File: config.mk
export PLATFORM = sky130hd
export DESIGN_NAME = rom_uart_loader
export DESIGN_NICKNAME = d
export VERILOG_FILES = /design/src/rtl/loader_defs.sv /design/src/rtl/uart_rx_byte.sv /design/src/rtl/rom_uart_loader.sv
export SDC_FILE = /design/constraint.sdc
export NUM_CORES = 1
export LEC_CHECK = 0
export BUFFER_PORTS_ARGS = -buffer_cell sky130_fd_sc_hd__buf_2
export CORE_MARGIN = 4
export CORE_UTILIZATION = 35
export CTS_BUF_LIST = sky130_fd_sc_hd__clkbuf_2
export DETAILED_ROUTE_END_ITERATION = 10
export GPL_TIMING_DRIVEN = 0
export RECOVER_POWER = 50
export SLEW_MARGIN = 5
export SYNTH_ARGS = -nofsm -noshare
export SYNTH_HDL_FRONTEND = slang
export SYNTH_HIERARCHICAL = 1
export SYNTH_SLANG_ARGS = --single-unit
File: constraint.sdc
create_clock -name clk -period 9.83 [get_ports clk]
set_input_delay 2.4575 -clock clk [delete_from_list [all_inputs] [get_ports clk]]
set_output_delay 2.4575 -clock clk [all_outputs]
set_load 0.005 [all_outputs]
File: src/rtl/loader_defs.sv
// rtl/loader_defs.sv - shared constants and state encodings for the UART ROM loader
// Contents: loader FSM states, receiver FSM states, protocol widths, default bit period.
package loader_defs;

    localparam int CNT_W           = 16;   // image word count field width
    localparam int BYTES_PER_WORD  = 4;
    localparam int DEFAULT_CLK_DIV = 434;  // 50 MHz / 115200 baud

    typedef enum logic [1:0] {
        CNT_HI,
        CNT_LO,
        DATA,
        DONE
    } load_state_t;

    typedef enum logic [2:0] {
        RX_IDLE,
        RX_START,
        RX_DATA,
        RX_STOP,
        RX_WAIT_HIGH
    } rx_state_t;

endpackage

File: src/rtl/uart_rx_byte.sv
// rtl/uart_rx_byte.sv - 8N1 UART byte receiver with synchroniser and framing check
// Ports:
//   clk, rst     : clock, asynchronous active-high reset
//   uart_rx      : serial input, idle high, asynchronous to clk
//   byte_valid   : one-cycle pulse in the stop-bit centre cycle of a good frame
//   byte_data    : received byte, valid with byte_valid
//   frame_err    : one-cycle pulse when the stop bit samples low
module uart_rx_byte
    import loader_defs::*;
#(
    parameter int CLK_DIV = DEFAULT_CLK_DIV
) (
    input  logic       clk,
    input  logic       rst,
    input  logic       uart_rx,
    output logic       byte_valid,
    output logic [7:0] byte_data,
    output logic       frame_err
);

    localparam int HALF = CLK_DIV / 2;

    logic        rx_meta;
    logic        rx_sync;
    logic        rx_prev;
    rx_state_t   rx_state;
    rx_state_t   rx_next;
    logic [15:0] cnt;
    logic [2:0]  bit_idx;
    logic [7:0]  shift;
    logic        half_hit;
    logic        bit_hit;

    assign half_hit = (rx_state == RX_START) && (cnt == 16'(HALF - 1));
    assign bit_hit  = ((rx_state == RX_DATA) || (rx_state == RX_STOP)) &&
                      (cnt == 16'(CLK_DIV - 1));

    // Synchroniser and edge history reset to the idle-high line level so
    // reset release never looks like a start edge.
    always_ff @(posedge clk or posedge rst) begin
        if (rst) begin
            rx_meta <= 1'b1;
            rx_sync <= 1'b1;
            rx_prev <= 1'b1;
        end else begin
            rx_meta <= uart_rx;
            rx_sync <= rx_meta;
            rx_prev <= rx_sync;
        end
    end

    always_ff @(posedge clk or posedge rst) begin
        if (rst) begin
            rx_state <= RX_IDLE;
        end else begin
            rx_state <= rx_next;
        end
    end

    always_comb begin
        rx_next = rx_state;
        case (rx_state)
            RX_IDLE:      if (rx_prev && !rx_sync) rx_next = RX_START;
            // A start bit that is high again at half a bit was a glitch.
            RX_START:     if (half_hit) rx_next = rx_sync ? RX_IDLE : RX_DATA;
            RX_DATA:      if (bit_hit && (bit_idx == 3'd7)) rx_next = RX_STOP;
            RX_STOP:      if (bit_hit) rx_next = rx_sync ? RX_IDLE : RX_WAIT_HIGH;
            // After a framing error, only re-arm once the line is back high.
            RX_WAIT_HIGH: if (rx_sync) rx_next = RX_IDLE;
            default:      rx_next = RX_IDLE;
        endcase
    end

    always_comb begin
        byte_valid = 1'b0;
        frame_err  = 1'b0;
        if ((rx_state == RX_STOP) && bit_hit) begin
            byte_valid = rx_sync;
            frame_err  = !rx_sync;
        end
    end

    // Bit-period counter restarts at each sample point so later samples stay
    // centred relative to the half-bit start check.
    always_ff @(posedge clk or posedge rst) begin
        if (rst) begin
            cnt     <= '0;
            bit_idx <= '0;
            shift   <= '0;
        end else begin
            if ((rx_state == RX_IDLE) || (rx_state == RX_WAIT_HIGH) || half_hit || bit_hit) begin
                cnt <= '0;
            end else begin
                cnt <= cnt + 16'd1;
            end
            if (rx_state == RX_START) begin
                bit_idx <= '0;
            end else if ((rx_state == RX_DATA) && bit_hit) begin
                shift   <= {rx_sync, shift[7:1]};
                bit_idx <= bit_idx + 3'd1;
            end
        end
    end

    assign byte_data = shift;

endmodule

File: src/rtl/rom_uart_loader.sv
// rtl/rom_uart_loader.sv - boot loader writing a UART-delivered image into the instruction ROM
// Optional feature macro: LOADER_TIMEOUT_EN (idle timeout with TIMEOUT_CYC parameter).
// Ports:
//   clk, rst   : clock, asynchronous active-high reset
//   uart_rx    : serial image input (count hi, count lo, then little-endian words)
//   rom_we     : one-cycle ROM write strobe
//   rom_waddr  : ROM word address, held between writes
//   rom_wdata  : ROM write data, held between writes
//   load_done  : image complete, sticky until rst
//   load_err   : framing / overflow / timeout error, sticky until rst
module rom_uart_loader
    import loader_defs::*;
#(
    parameter int CLK_DIV     = DEFAULT_CLK_DIV,
`ifdef LOADER_TIMEOUT_EN
    parameter int TIMEOUT_CYC = 5_000_000,
`endif
    parameter int ADDR_W      = 12
) (
    input  logic              clk,
    input  logic              rst,
    input  logic              uart_rx,
    output logic              rom_we,
    output logic [ADDR_W-1:0] rom_waddr,
    output logic [31:0]       rom_wdata,
    output logic              load_done,
    output logic              load_err
);

    logic             byte_valid;
    logic [7:0]       byte_data;
    logic             frame_err;
    load_state_t      state;
    load_state_t      state_next;
    logic [CNT_W-1:0] count;
    logic [CNT_W-1:0] word_cnt;
    logic [1:0]       byte_idx;
    logic [23:0]      word_buf;
    logic             last_byte;
    logic             overflow;
    logic             timeout;

    uart_rx_byte #(
        .CLK_DIV (CLK_DIV)
    ) u_rx (
        .clk        (clk),
        .rst        (rst),
        .uart_rx    (uart_rx),
        .byte_valid (byte_valid),
        .byte_data  (byte_data),
        .frame_err  (frame_err)
    );

    assign last_byte = (byte_idx == 2'(BYTES_PER_WORD - 1));
    // Words past the ROM depth are consumed but never written, so addresses
    // cannot wrap onto locations already loaded.
    assign overflow  = ((32'(word_cnt) >> ADDR_W) != 32'd0);

`ifdef LOADER_TIMEOUT_EN
    logic [31:0] idle_cnt;
    logic        waiting;

    assign waiting = (state == CNT_LO) || (state == DATA);
    assign timeout = waiting && !byte_valid && (idle_cnt == 32'(TIMEOUT_CYC - 1));

    always_ff @(posedge clk or posedge rst) begin
        if (rst) begin
            idle_cnt <= '0;
        end else if (!waiting || byte_valid || timeout) begin
            idle_cnt <= '0;
        end else begin
            idle_cnt <= idle_cnt + 32'd1;
        end
    end
`else
    assign timeout = 1'b0;
`endif

    always_ff @(posedge clk or posedge rst) begin
        if (rst) begin
            state <= CNT_HI;
        end else begin
            state <= state_next;
        end
    end

    always_comb begin
        state_next = state;
        if (timeout) begin
            state_next = CNT_HI;
        end else if (byte_valid) begin
            case (state)
                CNT_HI:  state_next = CNT_LO;
                CNT_LO:  state_next = ({count[15:8], byte_data} == '0) ? DONE : DATA;
                DATA:    if (last_byte && (CNT_W'(word_cnt + 1'b1) == count)) state_next = DONE;
                default: state_next = DONE;
            endcase
        end
    end

    always_comb begin
        load_done = (state == DONE);
    end

    always_ff @(posedge clk or posedge rst) begin
        if (rst) begin
            count     <= '0;
            word_cnt  <= '0;
            byte_idx  <= '0;
            word_buf  <= '0;
            rom_we    <= 1'b0;
            rom_waddr <= '0;
            rom_wdata <= '0;
            load_err  <= 1'b0;
        end else begin
            rom_we <= 1'b0;
            if (timeout) begin
                load_err  <= 1'b1;
                word_cnt  <= '0;
                byte_idx  <= '0;
                word_buf  <= '0;
                rom_waddr <= '0;
            end else if (state != DONE) begin
                if (frame_err) begin
                    load_err <= 1'b1;
                end
                if (byte_valid) begin
                    case (state)
                        CNT_HI: count[15:8] <= byte_data;
                        CNT_LO: begin
                            count[7:0] <= byte_data;
                            word_cnt   <= '0;
                            byte_idx   <= '0;
                        end
                        DATA: begin
                            if (last_byte) begin
                                byte_idx <= '0;
                                word_cnt <= word_cnt + 1'b1;
                                if (overflow) begin
                                    load_err <= 1'b1;
                                end else begin
                                    rom_we    <= 1'b1;
                                    rom_waddr <= word_cnt[ADDR_W-1:0];
                                    rom_wdata <= {byte_data, word_buf};
                                end
                            end else begin
                                case (byte_idx)
                                    2'd0:    word_buf[7:0]   <= byte_data;
                                    2'd1:    word_buf[15:8]  <= byte_data;
                                    default: word_buf[23:16] <= byte_data;
                                endcase
                                byte_idx <= byte_idx + 2'd1;
                            end
                        end
                        default: ;
                    endcase
                end
            end
        end
    end

endmodule

# == Word level (Yosys, flattened, before mapping) ==
# Index checks and enable logic that the tools add are counted.
# word_totals
elab_cells,109
regBits,139
in_bits,3
output_inout_bits,47
# classes
n_mux,30
bitwise,4
n_eq_ne,21
reduce_logical,31
n_addsub,4
# op_table
op,n
"16-bit by 1-bit adder with 16-bit output, second input constant",2
16-bit 2-to-1 mux,2
16-bit case mux with 2 select lines,1
32-bit nonzero test,1
5-bit AND reduction,5
3-bit 2-to-1 mux,8
16-bit == test,1
"16-bit by 8-bit == test with 1-bit output, second input constant",1
"16-bit by 9-bit == test with 1-bit output, second input constant",1
16-bit logical NOT,1
3-bit case mux with 5 select lines,1
1-bit 2-to-1 mux,13
3-bit AND reduction,3
"2-bit by 1-bit inequality test with 1-bit output, second input constant",4
"2-bit inequality test, second input constant",4
1-bit logical AND,7
"2-bit == test, second input constant",3
"3-bit by 2-bit == test with 1-bit output, second input constant",2
"3-bit == test, second input constant",2
2-bit 2-to-1 mux,3
2-bit case mux with 3 select lines,1
"2-bit by 1-bit == test with 1-bit output, second input constant",2
2-bit logical NOT,2
1-bit logical OR,4
other kinds (11),16

# == Depth between registers and ports, before layout ==
# Gate-level depths: netlist (run 1).
# logic_depth
depth_word,10
depth_mapped,14
ltp_nobuf,13

# == Modules after synthesis ==
# The synthesis (run 1) kept the hierarchy.
# modules_own_cells
module,seq_area_each_um2,cells_each,n_inst,area_per_inst_um2
rom_uart_loader,2652.5,464,1,4775.8
uart_rx_byte,829.5,158,1,1798.0

# == Worst setup path after synthesis (run 1) ==
# OpenSTA, ideal clock, no wires.
# synth_timing
path_type,register to output
start,register state[1]
end,output port load_done
t_required_ns,7.372
stages_incl_launch_ff,2
path_buffers,0
arrival_ns,0.623
slack_ns,6.750
cell_sequence,dfrtp_1 -> ha_1
# synth_between
elab_chain_len,1
# synth_lines
element,line,text
"start, declared",rom_uart_loader.sv:33,load_state_t state;
"start signal, assigned",rom_uart_loader.sv:83,state <= state_next;
2-bit == test,rom_uart_loader.sv:102,load_done = (state == DONE);
"end, declared",rom_uart_loader.sv:26,"output logic load_done,"
# No other way between the ends.

# == Worst setup path after layout (run 1) ==
# layout_timing
start,register state[0]
end,output port load_done
# Same word-level chain as after synthesis.

==> results, run 1 <==
- The congestion estimate from routability-driven global placement came to slightly above 0.8.
- The run finished, with violations left.
- The total clock buffers created by CTS is 17.
- The largest net degree at the start of global routing is 62.
- After filler insertion, the fill cell instance count of the layout stands at between 1500 and 2000.
- After technology mapping, the gate count stands at 622.
- The I/O pin count is 50.
- The number of cells upsized or downsized after cts is 0.
- No sink is reached through more buffers than the 2 on the longest clock path.
- CTS built an H-tree with a depth of 4.
- The worst slew slack as a fraction of its limit is -52.12%.
- The most repeated cell in the gate-level netlist after synthesis is sky130_fd_sc_hd__nand2_1.
- The net count of the mapped netlist is 641.
- Dividing total power by cell area gives a power density of between 100 and 150 nW/um^2.
- Once detail routing completed, the nets flagged for antenna violations numbered 0.
- The type of the most critical hold path is reg -> reg.
- The total grt overflow is 0.
- The mapped netlist covers 6574 sq um.
- The initial antenna violation count is 0.
- The classification of the worst setup path is reg -> out.
- The count of antenna diodes in the layout is 0.
- Final hold analysis gives a worst-case slack of 376.2 ps.
- The peak ir drop on the vdd network is 0.0001220 V.
- The ratio of cells with drive above 1 in the final layout is approximately 22%.
- The flip-flop and latch area is 3482 sq um.
- The placement-stage worst setup slack is 6164 ps.
- Setup repair after global routing left no endpoint under its margin.
- Clock tree synthesis selected as its root buffer the cell sky130_fd_sc_hd__clkbuf_2.
- The clock transition time at the flip-flop clock pins of the worst setup and hold paths is 190 ps.
- The region available for standard cell placement spans between 15000 and 20000 sq um.
- The maximum operating frequency is approximately 250 MHz.
- The mean area per synthesized cell is 10.57 sq um.
- The die footprint is 21040 sq um.
- Global routing consumed, over all layers together, 13.57% of the routing resources.
- Data on the critical path is required at its endpoint by 7370 ps.
- The worst-case clock skew is 19.76 ps.
- sky130_fd_sc_hd__dfrtp_1 takes more of the synthesized area than any other cell.
- The count of input and output buffers is 49.
- The post-layout minimum cycle time is 4007 ps.
- The total routed wirelength is around 14000 um.
- Buffers added to address setup during post-CTS repair amount to 0.
- Relative to the synthesized area, the layout overhead comes to 11.29%.
- The later pin in the worst-skew pair is clocked with a latency of 680 ps.
- The count of TritonRoute iterations in the first routing pass is 4.
- The via count of the first global-routing pass came to between 4000 and 5000.
- After synthesis, the largest area contributor takes up 51.77% of total cell area.
- The count of different cell masters after synthesis is 69.
- Counting every sink on the clock net gives 139.
- The most used flip-flop cell after synthesis is sky130_fd_sc_hd__dfrtp_1.
- At the worst endpoint, the arrival time is 1550 ps.
- The final route contains between 4000 and 5000 vias.
- The first routing iteration left between 200 and 250 violations.
- Row generation in the floorplan step produced between 40 and 50 rows.
- Dividing the final minimum period by the clock period gives 40.76%.
- By count the netlist is led by sky130_fd_sc_hd__nand2_1, sky130_fd_sc_hd__dfrtp_1, sky130_fd_sc_hd__mux2_2, sky130_fd_sc_hd__o21ai_0, sky130_fd_sc_hd__nor3_1.
- The number of vias per cell is 5.055.
- The number of warnings issued by yosys is 6.
- The multi-input combinational cells in the finished layout cover a total of 2846 sq um.
- The fraction of the core area covered by cells at the end of the flow is between 40% and 50%.
- Buffers inserted to repair hold after CTS numbered 0.
- In this run, synthesis produced a sequential element count of 139.
- Detailed placement ended at an HPWL of 10080 um.
- From left edge to right edge, the die measures 145.1 um.
- By area the synthesized netlist is led by sky130_fd_sc_hd__dfrtp_1, sky130_fd_sc_hd__nand2_1, sky130_fd_sc_hd__mux2_2.
- The power consumption is just over 1 mW.
- The height of the die is ~150 um.
- The checks that failed: capacitance limit, slew limit.
- The number of synthesized flops with an enable pin is 0.
- The max-slew violation count is 46.
- The type of destination of the critical path is an output pin.
- The first global-routing pass estimated about 24000 um of wire.
- After detailed routing, the average wire length per cell comes to 15.18 um.
- The hold violation count in the final report is 0.
- Sequential cells were found to cover a little over half of the synthesized design area.
- STA classifies the critical path startpoint as a flip-flop.
- The setup-violating endpoint count in the final report is 0.
- The effective utilization at floorplan is 36.10%.
- The remaining design rule violation count is 0.
- Along the worst path, the maximum fanout reaches 6.
- Across the run, the number of max-cap violations was 1.
- The transition time at the pin with the least slew margin is ~2300 ps.
- In the synthesized netlist the async set-or-reset flop fraction comes to between 90% and 100%.
- Setup slack closes at just under 6000 ps.
- The sum of negative setup slack is 0 ps.
- For this design the static power due to leakage is about 3.7 nW.
- The net count of the finished layout is 710.
- The CTS tree is done.
worst paths after layout:
| kind | cells after the start | to | slack, ps | startpoint |
|---|---|---|---|---|
| worst max-delay path | 2 | load_done | 5820 | state[0] |
| worst max register to register | 11 | word_cnt[14] | 5880 | u_rx/cnt[13] |
| min in group asynchronous | 2 | u_rx/byte_data[6] | 2080 | rst |
| worst min register to register | 0 | u_rx/rx_sync | 380 | u_rx/rx_meta |
| max in group asynchronous | 3 | word_buf[8] | 6430 | rst |
| worst min-delay path | 0 | u_rx/rx_sync | 380 | u_rx/rx_meta |
metrics by stage:
stage / instance area (sq um) / cells
3_3_place_gp: 7106 / 900
3_5_place_dp: 7136 / 901
2_1_floorplan: 6574 / 622
6_report: 7316 / 933
4_1_cts: 7381 / 933
5_1_grt: 7316 / 933
critical path, stage by stage, from the launching register on:
cell,delay (ps)
sky130_fd_sc_hd__dfrtp_1,450
sky130_fd_sc_hd__ha_1,270
sky130_fd_sc_hd__buf_2,160
registers in the layout, summed over array words and instances, names as in the netlist:
register	count
u_rx/bit_idx	3
byte_idx	2
count	16
state	2
word_cnt	16
word_buf	24
rom_we	1
u_rx/rx_sync	1
u_rx/rx_meta	1
u_rx/rx_state	3
u_rx/rx_prev	1
load_err	1
u_rx/cnt	16
u_rx/byte_data	8
rom_waddr	12
rom_wdata	32
layout make-up:
type | instances | share of cell area, %
Multi-Input combinational cell | 443 | 38.91
Sequential cell | 139 | 47.60
Clock inverter | 13 | 2.052
Tap cell | 229 | 3.917
Buffer | 26 | 1.762
Inverter | 14 | 0.7354
Timing Repair Buffer | 50 | 3.728
Clock buffer | 19 | 1.300
where the power goes:
part	leakage, nW	switching (mW)	internal, mW	total, mW
sequential	1.93	0.00684	0.580	0.587
clock	0.149	0.206	0.141	0.348
combinational	1.65	0.0483	0.0266	0.0749
cells by family (layout without fill, tap and decap cells):
kind of cell               Yosys count  count (layout)  synth area share, %
AOI/OAI and AO/OA                   65              65                6.662
xor gates and xnor gates            30              30                4.263
adders and majority gates           16              16                3.045
buffers and inverters               40             122                2.931
DFF                                139             139                52.97
muxes                               52              52                9.231
and+or+nand+nor                    280             280                20.90
per-layer routing:
metal	GRT usage [%]	vias to the layer above	share of wire [%]
met1	18.70	2349	48
met3	3.711	5	3.6
met2	21.64	75	48
met5	0	-	0
met4	2.944	0	0.59
li1	-	2287	-
layout by cell type (no fill, tap or decap), drive strengths merged, types with 4 or more instances in the layout:
cell / n
nand2: 163
o31ai: 7
ha: 16
xnor2: 13
clkinv: 8
and3: 7
buf: 59
mux2i: 4
mux2: 48
nor3b: 4
nand4: 10
a21oi: 6
a31oi: 5
nor3: 23
nor4: 11
nand3: 16
nor2: 19
inv: 13
dfrtp: 136
xor2: 16
o21ai: 26
clkbuf: 36
or3: 6
Note: power is estimated with default switching activity, not from simulation.
==> run 2, diff against run 1 <==
==> constraint.sdc (replaced) <==
create_clock -name clk -period 3.6 [get_ports clk]
set_input_delay 0.9 -clock clk [delete_from_list [all_inputs] [get_ports clk]]
set_output_delay 0.9 -clock clk [all_outputs]
set_load 0.005 [all_outputs]
==> run 2 against run 1 <==
Effect of this change:
- critical path depth rose by 9
- sequential share of layout area barely moved
- clock skew rose by 5.3 ps
- design area barely moved
- sequential cell count did not move
- first-iteration DRC count rose by 49%
- combinational power rose to 2.8 times the previous value
- largest power group unchanged
- the run still ends with capacitance limit, slew limit left
==> results, run 2 (synthesized netlist as in run 1, its figures left out) <==
- The number of cells upsized or downsized after cts is 0.
- The critical path is of the reg -> reg type.
- The final weighted congestion in routability-driven placement is 0.8610.
- The maximum operating frequency is approximately 300 MHz.
- The effective utilization at floorplan is 36.10%.
- The largest registers in the layout are rom_wdata: 32 flops, word_buf: 24 flops.
- Leaving out fill and tap cells, the most frequent cell in the layout is sky130_fd_sc_hd__nand2_1.
- For this design the ratio of total power to cell area is 367.7 nW/um^2.
- The total routed wirelength is around 15000 um.
- In this run the tool buffered the top-level ports with 49 buffer cells.
- The via count of the first global-routing pass is 4841.
- After floorplanning, the core was divided into 49 placement rows.
- In this run the number of H-tree levels came out at 4.
- Cells with a size suffix above 1 make up 22.70% of the layout.
- Power comes to 2.691 mW.
- Leaving out fill and tap cells, the most frequent cells in the layout are sky130_fd_sc_hd__nand2_1, sky130_fd_sc_hd__dfrtp_1, sky130_fd_sc_hd__buf_2.
- The number of vias per cell is ~5.1.
- The final reports fail on capacitance limit, slew limit.
- The cell sitting at the root of the clock tree is a sky130_fd_sc_hd__clkbuf_2.
- Setup repair after global routing could not meet its margin everywhere.
- Dividing the detail-routed wire length by the instance count gives 15.73 um.
- Setup violations remaining at the end of the flow were counted as 0.
- The count of TritonRoute iterations in the first routing pass is 5.
- The global-route wire length before repair is 24580 um.
- The transition time at the pin with the least slew margin is 2325 ps.
- The hold violation count in the final report is 0.
- The starting DRC count in detailed routing is roughly 330.
- The critical path contains buffers and inverters numbering 2 combined.
- The remaining design rule violation count is 0.
- Clock-pin slew was measured on the worst setup and hold paths at 190 ps.
- The data required time of the critical path is about 4200 ps.
- The type of destination of the critical path is a flip-flop.
- Measured on the finished design, the core utilization comes to 40.19%.
- The number of hold buffers added after CTS was 0.
- The CTS tree is done.
- From left edge to right edge, the die measures 145.1 um.
- The clock arrives with 25.06 ps of skew.
- Once layout is done, the placed cells without fillers occupy approximately 7300 sq um.
- The number of cells traversed by the worst hold path is 1.
- The I/O pin count is 50.
- The worst slew slack as a fraction of its limit is -54.99%.
- The instance area at placement is 7149 sq um.
- The post-detailed-placement half-perimeter wirelength is between 10000 and 15000 um.
- Walking the worst path, the cells encountered are nor4_2 -> and4_1 -> nand3_1 -> nor2_1 -> and2_1 -> nand2_1 -> or3_1 -> clkbuf_1 -> clkbuf_1 -> nand2_1 -> nand2_1.
- The maximum fanout along the worst path is 10.
- The largest net degree at the start of global routing is 43.
- The initial antenna violation count is 0.
- The arrival time at the worst endpoint is 3940 ps.
- The min-delay analysis places its worst path in the category in -> reg.
- After clock tree synthesis, the setup repair step added 0 buffers.
- The number of cells on the worst reg-to-reg path is 11.
- The maximum clock path buffer count is 2.
- The global routing usage summed across all routing layers is 14.28%.
- Detailed routing inserted a total of 4760 vias.
- The number of flip-flops under the largest register name is 32.
- The final layout contains 711 nets.
- The run finished, with violations left.
- The height of the die is 145.1 um.
- Clock latency on the worst-skew pair, taken at its later pin, is between 600 and 700 ps.
- For this design, the slowest cell found on the critical path is sky130_fd_sc_hd__dfrtp_1.
- The most numerous cell type found on the critical path is sky130_fd_sc_hd__nand2_1.
- The peak ir drop on the vdd network is 0.0002317 V.
- The type of element launching the critical path is a flip-flop.
- The layout overhead on the synthesized area is 11.32%.
- The largest single stage delay on the critical path is 500 ps.
- The count of antenna diodes in the layout is 0.
- rom_wdata holds more flip-flops than any other register.
- In this run the static leakage power is about 3.7 nW.
- For this design, the sink count on the clock tree is 139.
- The number of routed nets with antenna violations is 0.
- The total clock buffers created by CTS is 17.
- In this run the number of cells on the critical path is 11.
- The floorplan step defined a core boundary enclosing 18210 sq um.
- The max-cap violation count is 1.
- The share of the clock period used by the worst path is between 90% and 100%.
- Hold is met by approximately 300 ps.
- The max-slew violation count is 42.
- The family with the most delay on the worst path is simple AND/OR/NAND/NOR gates.
- For this run the aggregate overflow at the end of global routing stands at 0.
- The post-layout minimum cycle time is approximately 3300 ps.
- After routing, the total negative slack on setup checks comes to 0 ps.
- The die covers 21040 sq um.
==> run 2: cell types whose count changed in the layout (fill, tap and decap cells not counted), sizes merged <==
cell	delta
clkinv	+3
clkinvlp	-1
bufinv	-1
==> run 2: layout make-up <==
class                      count  area [sq um]
fill                        1749         10890
sequential                   139          3482
multi-input combinational    443          2877
tap                          229         286.5
timing repair buffer          51         267.8
buffer                        26         132.6
clock inverter                14         128.9
clock buffer                  18         90.09
inverter                      14         53.80
==> run 2: worst register-to-register path, cell delays in order (launching register included) <==
cell and delay (ps):
sky130_fd_sc_hd__dfrtp_1 500, sky130_fd_sc_hd__nor4_2 420, sky130_fd_sc_hd__and4_1 290, sky130_fd_sc_hd__nand3_1 130
sky130_fd_sc_hd__nor2_1 290, sky130_fd_sc_hd__and2_1 270, sky130_fd_sc_hd__nand2_1 140, sky130_fd_sc_hd__or3_1 370
sky130_fd_sc_hd__clkbuf_1 310, sky130_fd_sc_hd__clkbuf_1 350, sky130_fd_sc_hd__nand2_1 150, sky130_fd_sc_hd__nand2_1 60
==> run 2: per-stage QoR <==
stage | cells | setup WS [ps]
after CTS | 934 | 10.18
after floorplan | 622 | 944.4
final | 934 | 250.2
after detailed placement | 902 | 35.68
after global routing | 934 | -14.14
after global placement | 900 | 82.90
==> run 2: per-layer routing <==
layer  vias up  wire length [um]  GRT usage, %
met5         -                 0             0
met4         0               164         3.751
met2        91              7219         23.43
met1      2367              6710         18.75
met3        15               602         4.054
li1       2287                 -             -
==> run 2: worst paths after layout <==
path	slack, ps	endpoint	from
min in group asynchronous	370	word_cnt[15]	rst
hold / removal	300	u_rx/rx_meta	uart_rx
hold reg to reg	370	u_rx/rx_sync	u_rx/rx_meta
setup / recovery	250	rom_wdata[15]	u_rx/cnt[2]
setup reg to reg	250	rom_wdata[15]	u_rx/cnt[2]
max in group asynchronous	560	word_buf[14]	rst
==> run 2: power by group <==
group	switching [mW]	leakage (nW)	internal, mW
Combinational	0.134	1.65	0.0787
Sequential	0.0193	1.93	1.58
Clock	0.564	0.138	0.311
Total	0.718	3.72	1.97
